[config.mk]
export PLATFORM = sky130hd
export DESIGN_NAME = ifetch_unit
export DESIGN_NICKNAME = d
export VERILOG_FILES = /design/src/rtl/ifetch_pkg.sv /design/src/rtl/fetch_fifo.sv /design/src/rtl/ifetch_unit.sv
export SDC_FILE = /design/constraint.sdc
export NUM_CORES = 1
export LEC_CHECK = 0
export BUFFER_PORTS_ARGS = -buffer_cell sky130_fd_sc_hd__buf_2
export CORE_MARGIN = 5
export CORE_UTILIZATION = 58
export CTS_CLUSTER_DIAMETER = 50
export DETAILED_ROUTE_END_ITERATION = 7
export GPL_TIMING_DRIVEN = 0
export PLACE_DENSITY = 0.77
export SETUP_SLACK_MARGIN = 0.15
export SLEW_MARGIN = 40
export SYNTH_ARGS = -nofsm -noshare
export SYNTH_HDL_FRONTEND = slang
export SYNTH_HIERARCHICAL = 1
export SYNTH_SLANG_ARGS = --single-unit
[constraint.sdc]
create_clock -name clk -period 4.3 [get_ports clk]
set_clock_uncertainty 0.1 [all_clocks]
set_input_delay 0.86 -clock clk [delete_from_list [all_inputs] [get_ports clk]]
set_output_delay 0.86 -clock clk [all_outputs]
set_load 0.05 [all_outputs]
[src/rtl/ifetch_pkg.sv]
// rtl/ifetch_pkg.sv - shared widths, FSM states and queue entry type for the instruction fetch unit
package ifetch_pkg;

   localparam int INST_W = 32;
   localparam int ADDR_W = 32;

   typedef enum logic [1:0] {
      IDLE    = 2'd0,
      WAIT    = 2'd1,
      DISCARD = 2'd2
   } fetchState_t;

   typedef struct packed {
      logic [ADDR_W-1:0] pc;
      logic [INST_W-1:0] inst;
   } fetchEntry_t;

endpackage

[src/rtl/fetch_fifo.sv]
// rtl/fetch_fifo.sv - instruction queue storage and pointers; flush empties it at the next edge
module fetch_fifo
   import ifetch_pkg::*;
#(
   parameter int DEPTH = 4,
   localparam int PW = $clog2(DEPTH),
   localparam int CW = PW + 1
) (
   input  logic        clk,
   input  logic        reset,
   input  logic        push,
   input  fetchEntry_t pushData,
   input  logic        pop,
   input  logic        flush,
   output fetchEntry_t headData,
   output logic        full,
   output logic        empty,
   output logic [CW-1:0] count
);

   fetchEntry_t   mem [DEPTH];
   logic [PW-1:0] wrPtr;
   logic [PW-1:0] rdPtr;
   logic [CW-1:0] cnt;

   always_ff @(posedge clk or negedge reset) begin
      if (!reset) begin
         wrPtr <= '0;
         rdPtr <= '0;
         cnt   <= '0;
      end else if (flush) begin
         wrPtr <= '0;
         rdPtr <= '0;
         cnt   <= '0;
      end else begin
         if (push) wrPtr <= wrPtr + 1'b1;
         if (pop)  rdPtr <= rdPtr + 1'b1;
         cnt <= cnt + CW'(push) - CW'(pop);
      end
   end

   // Storage needs no reset: the head is masked by empty at the top level.
   always_ff @(posedge clk) begin
      if (push && !flush) mem[wrPtr] <= pushData;
   end

   assign headData = mem[rdPtr];
   assign full     = (cnt == CW'(DEPTH));
   assign empty    = (cnt == '0);
   assign count    = cnt;

endmodule

[src/rtl/ifetch_unit.sv]
// rtl/ifetch_unit.sv - single-outstanding instruction fetcher feeding a small queue
// Define IFETCH_PERF_CNT_EN to add saturating fetch_count/flush_count outputs.
module ifetch_unit
   import ifetch_pkg::*;
#(
   parameter int          DEPTH    = 4,
   parameter logic [31:0] RESET_PC = 32'h0000_0000
) (
   input  logic        clk,
   input  logic        reset,
   output logic        mem_req,
   output logic [31:0] mem_addr,
   input  logic        mem_ack,
   input  logic [31:0] mem_rdata,
   input  logic        redirect,
   input  logic [31:0] redirect_pc,
   output logic        inst_valid,
   input  logic        inst_ready,
   output logic [31:0] inst_data,
   output logic [31:0] inst_pc
`ifdef IFETCH_PERF_CNT_EN
   ,
   output logic [31:0] fetch_count,
   output logic [15:0] flush_count
`endif
);

   localparam int CW = $clog2(DEPTH) + 1;
   localparam logic [CW-1:0] LAST_FREE = CW'(DEPTH - 1);

   fetchState_t       state;
   fetchState_t       stateNext;
   logic [ADDR_W-1:0] fetchPc;
   logic [ADDR_W-1:0] fetchPcNext;
   logic [ADDR_W-1:0] memAddrNext;
   logic [ADDR_W-1:0] redirectAddr;
   logic              push;
   logic              pop;
   logic              full;
   logic              empty;
   logic [CW-1:0]     count;
   fetchEntry_t       pushEntry;
   fetchEntry_t       head;

   assign redirectAddr = redirect_pc & ~32'h3;
   assign pop          = !empty && inst_ready;
   assign pushEntry    = {fetchPc, mem_rdata};
   assign mem_req      = (state != IDLE);
   assign inst_valid   = !empty;
   assign inst_data    = empty ? '0 : head.inst;
   assign inst_pc      = empty ? '0 : head.pc;

   fetch_fifo #(.DEPTH(DEPTH)) uFifo (
      .clk      (clk),
      .reset    (reset),
      .push     (push),
      .pushData (pushEntry),
      .pop      (pop),
      .flush    (redirect),
      .headData (head),
      .full     (full),
      .empty    (empty),
      .count    (count)
   );

   always_ff @(posedge clk or negedge reset) begin
      if (!reset) begin
         state    <= IDLE;
         fetchPc  <= RESET_PC;
         mem_addr <= RESET_PC;
      end else begin
         state    <= stateNext;
         fetchPc  <= fetchPcNext;
         mem_addr <= memAddrNext;
      end
   end

   always_comb begin
      stateNext   = state;
      fetchPcNext = fetchPc;
      memAddrNext = mem_addr;
      push        = 1'b0;
      case (state)
         IDLE: begin
            if (redirect) begin
               fetchPcNext = redirectAddr;
               memAddrNext = redirectAddr;
               stateNext   = WAIT;
            end else if (!full || pop) begin
               memAddrNext = fetchPc;
               stateNext   = WAIT;
            end
         end
         WAIT: begin
            if (redirect) begin
               fetchPcNext = redirectAddr;
               if (mem_ack) memAddrNext = redirectAddr;
               else         stateNext   = DISCARD;
            end else if (mem_ack) begin
               push        = 1'b1;
               fetchPcNext = fetchPc + 32'd4;
               // A request is only issued with a free slot, so a same-cycle pop always leaves one.
               if (pop || count < LAST_FREE) memAddrNext = fetchPc + 32'd4;
               else                          stateNext   = IDLE;
            end
         end
         DISCARD: begin
            if (redirect) fetchPcNext = redirectAddr;
            if (mem_ack) begin
               stateNext   = WAIT;
               memAddrNext = redirect ? redirectAddr : fetchPc;
            end
         end
         default: stateNext = IDLE;
      endcase
   end

`ifdef IFETCH_PERF_CNT_EN
   always_ff @(posedge clk or negedge reset) begin
      if (!reset) begin
         fetch_count <= '0;
         flush_count <= '0;
      end else begin
         if (pop && fetch_count != '1)      fetch_count <= fetch_count + 32'd1;
         if (redirect && flush_count != '1) flush_count <= flush_count + 16'd1;
      end
   end
`endif

endmodule

==> summary.txt <==
STA
  • Max Fclk: roughly 250 MHz
  • Slew headroom: 39.5%
  • Worst-margin pin slew: between 900 and 1000 ps
  • Hold Fails Final Rpt: 0
  • Slew Viols, Final: 0
  • Fin worst setup slack: between 200 and 250 ps
  • Final worst path period share: 94.5%
  • RSZ-0062 raised after global routing: no
  • Minimum clock period: 4060 ps
  • Final setup violation count: 0

Global route
  • Largest net degree at the start of global routing: 41
  • Overall fraction of global-route tracks in use: 25.8%
  • First-pass GRT wire length: 56.0 mm
  • Number of global-route vias before repair: 9,641
  • Grt total ovfl: 0
  • Initial antenna violation count: 0

Finish
  • Fillers: 1,684
  • Final std cells w/o fill: between 1.5k and 2k
  • Final Net Count: 1,248
  • Diode count: 0
  • Final instance area: about 17,000 um2
  • Most frequent cells in the layout: 256 x edfxtp_1, 177 x buf_2, 73 x dfrtp_1, 68 x nor2b_1, 64 x mux4_2
  • Commonest non-fill, non-tap cell in the layout: edfxtp_1
  • Layout cell share with drive strength beyond 1: 28.0%
  • Layout area overhead: 17.8%

Critical path
  • Crit path capture type: flop
  • Ordered cell list for the critical path: buf_2 > o21bai_1 > nor2_1 > nand2_1 > inv_1 > nor2b_1 > and2_4 > buf_12
  • Worst Path Arrival: approximately 4200 ps
  • Crit path largest cell delay: roughly 800 ps
  • CP max-delay cell: nor2_1
  • CP Launch Type: input port
  • Crit-path max FO: 34
  • Setup CP Type: in -> reg
  • Critical Path RT: 4400 ps

Logic synthesis
  • FF+latch count, synth: approximately 330
  • Sequential share of the synthesized area: about two thirds
  • Syn_nets: 1,039
  • Yosys warning count: 6
  • Netlist cell types: just over 80
  • Synth Flop Type: edfxtp_1
  • Mean Syn Cell Area: 15.0 um2
  • Mapped Area: 14,400 um2
  • Fraction of registers with async set/reset: 22.2%
  • Synthesized instance count: 962
  • Post-synth EDFFs: between 200 and 300

Power and ir drop
  • Leakage: 6.10 nW
  • Max VDD drop: ~0.49 mV
  • Cell Int Power: 0.00702 W
  • Switching share of power: 40.5%
  • PwrDens: a little under 700 nW/um2
  • Flop pwr share: 35.9%
  • Net Sw Power: 0.00477 W
  • Comb power frac: around two fifths
  • Clock Power Share: 25.3%

Route
  • Via density: roughly 6.3
  • Detail Route Antenna Nets: 0
  • Average wire per standard cell: 24.1 um
  • First-pass iteration count of the detailed router: 5
  • Routed WL: 36.7 mm
  • DRC Markers: 0
  • DRT iter0 DRCs: about 1.1k
  • Vias: between 9k and 10k

Clock tree
  • Clock sink count: between 300 and 400
  • Worst skew pair latency: between 500 and 600 ps
  • H-tree Lvls: 2
  • Clock-pin slew on the worst setup and hold paths: 60 ps
  • CTS Hold Bufs: 0
  • TritonCTS clock tree: yes
  • Post-CTS Setup Repair Bufs: 0
  • Longest Clk Path Bufs: 3
  • Clock Tree Root: clkbuf_16
  • Num CTS Buffers: 35
  • CTS-repair resized insts: 0

Outcome
  • Status: complete, no violations

Placed design
  • Input/output buffers: around 160
  • RePlAce Congestion: 0.972
  • Place WS: -146 ps
  • Placement Cell Area: 15,800 um2
  • Placed cells: 1,458
  • DP HPWL: 24.7 mm

Floorplan
  • FP Rows: 57
  • Die height: 168 um
  • Io pins: around 170
  • Core area: 24,400 um2
  • Die Wd: 168 um
  • Overall die area: roughly 28,000 um2
  • Initial core utilization: 59.1%

Job
  • Max Cap Viol: 0

Min path
  • Worst hold path class: in -> async
cell usage after synthesis (all sizes together), types with 4 or more instances:
master,count,area [um2]
and3,5,31.3
o211ai,11,82.6
nor3,16,90.1
and4,6,53.8
xnor2,12,105
nor2,42,158
inv,17,63.8
or3,6,37.5
nor4,9,62.6
edfxtp,256,7690
o22ai,7,43.8
mux4,64,1440
a31oi,7,43.8
nand4,15,115
o31ai,5,37.5
a21oi,30,150
mux2i,12,120
dfrtp,73,1830
nand3,35,180
buf,27,216
clkbuf,37,139
o21ai,45,225
ha,7,87.6
or2,5,31.3
a311oi,4,35.0
and2,9,56.3
nor2b,68,425
xor2,11,96.3
a221oi,5,50.0
nand2,63,239
nand2b,6,37.5
worst paths after layout:
path	endpoint	slack (ps)	start	depth (start not counted)
min	mem_addr[9]	130	reset	1
max reg2reg	uFifo/mem[2][50]	360	state[1]	7
max	uFifo/mem[2][50]	240	redirect	8
min reg2reg	mem_addr[1]	380	mem_addr[1]	2
min in group clk	mem_addr[1]	380	mem_addr[1]	2
max in group asynchronous	fetchPc[21]	3430	reset	2
metrics by stage:
step / setup TNS, ps / hold WS (ps) / utilization [%] / power (W)
2_1_floorplan: 0 / 371 / - / 0.00761
3_3_place_gp: -489550 / 362 / 64.1 / 0.00876
3_5_place_dp: -4830 / 370 / 64.8 / 0.00884
4_1_cts: 0 / 133 / 69.6 / 0.0118
5_1_grt: 0 / 144 / 69.6 / 0.0123
6_report: 0 / 130 / 69.6 / 0.0118
registers in the layout, indices dropped and copies added, names as in the netlist:
signal and cells:
uFifo/mem 256, state 2, uFifo/rdPtr 2, mem_addr 32, uFifo/wrPtr 2, fetchPc 32
uFifo/count 3
per-layer routing:
layer  global-route usage [%]  wire length [um]  vias up
met3                     4.62              3130       90
li1                         -                 -     4136
met4                     7.94              1080        0
met2                     42.1             17500      539
met1                     36.1             15000     4776
met5                        0                 0        -
worst max-delay path, delay by kind of cell:
family | cells | cell delay [ps]
buffers and inverters | 3 | 1000
and+or+nand+nor | 4 | 1860
AOI/OAI and AO/OA | 1 | 380
area by class of cell:
| class | count | area [um2] | share of cell area (%) |
|---|---|---|---|
| buffer | 64 | 355 | 2.09 |
| clock buffer | 49 | 970 | 5.71 |
| clock inverter | 15 | 180 | 1.06 |
| inverter | 17 | 63.8 | 0.376 |
| multi-input combinational | 552 | 4500 | 26.5 |
| sequential | 329 | 9510 | 56.1 |
| tap | 324 | 405 | 2.39 |
| timing repair buffer | 172 | 987 | 5.82 |
power by group through the flow:
stage	Combinational, W	Sequential [W]	Clock, W
after floorplan	0.00293	0.00468	0
after global placement	0.00448	0.00427	0
after detailed placement	0.00455	0.00429	0
after CTS	0.00458	0.00423	0.00302
after global routing	0.00483	0.00428	0.00317
final	0.00458	0.00423	0.00298
logic make-up (layout without fill, tap and decap cells):
group	count (synthesis)	after routing	synth area share [%]
AO/OA/AOI/OAI	148	148	6.69
multiplexers	78	78	11.0
AND/OR/NAND/NOR	293	293	11.0
flip-flops	329	329	66.0
adder cells (fa/ha/maj)	9	9	0.816
buffers and inverters	81	317	2.91
XOR/XNOR	24	24	1.55
Note: power is estimated with default switching activity, not from simulation.
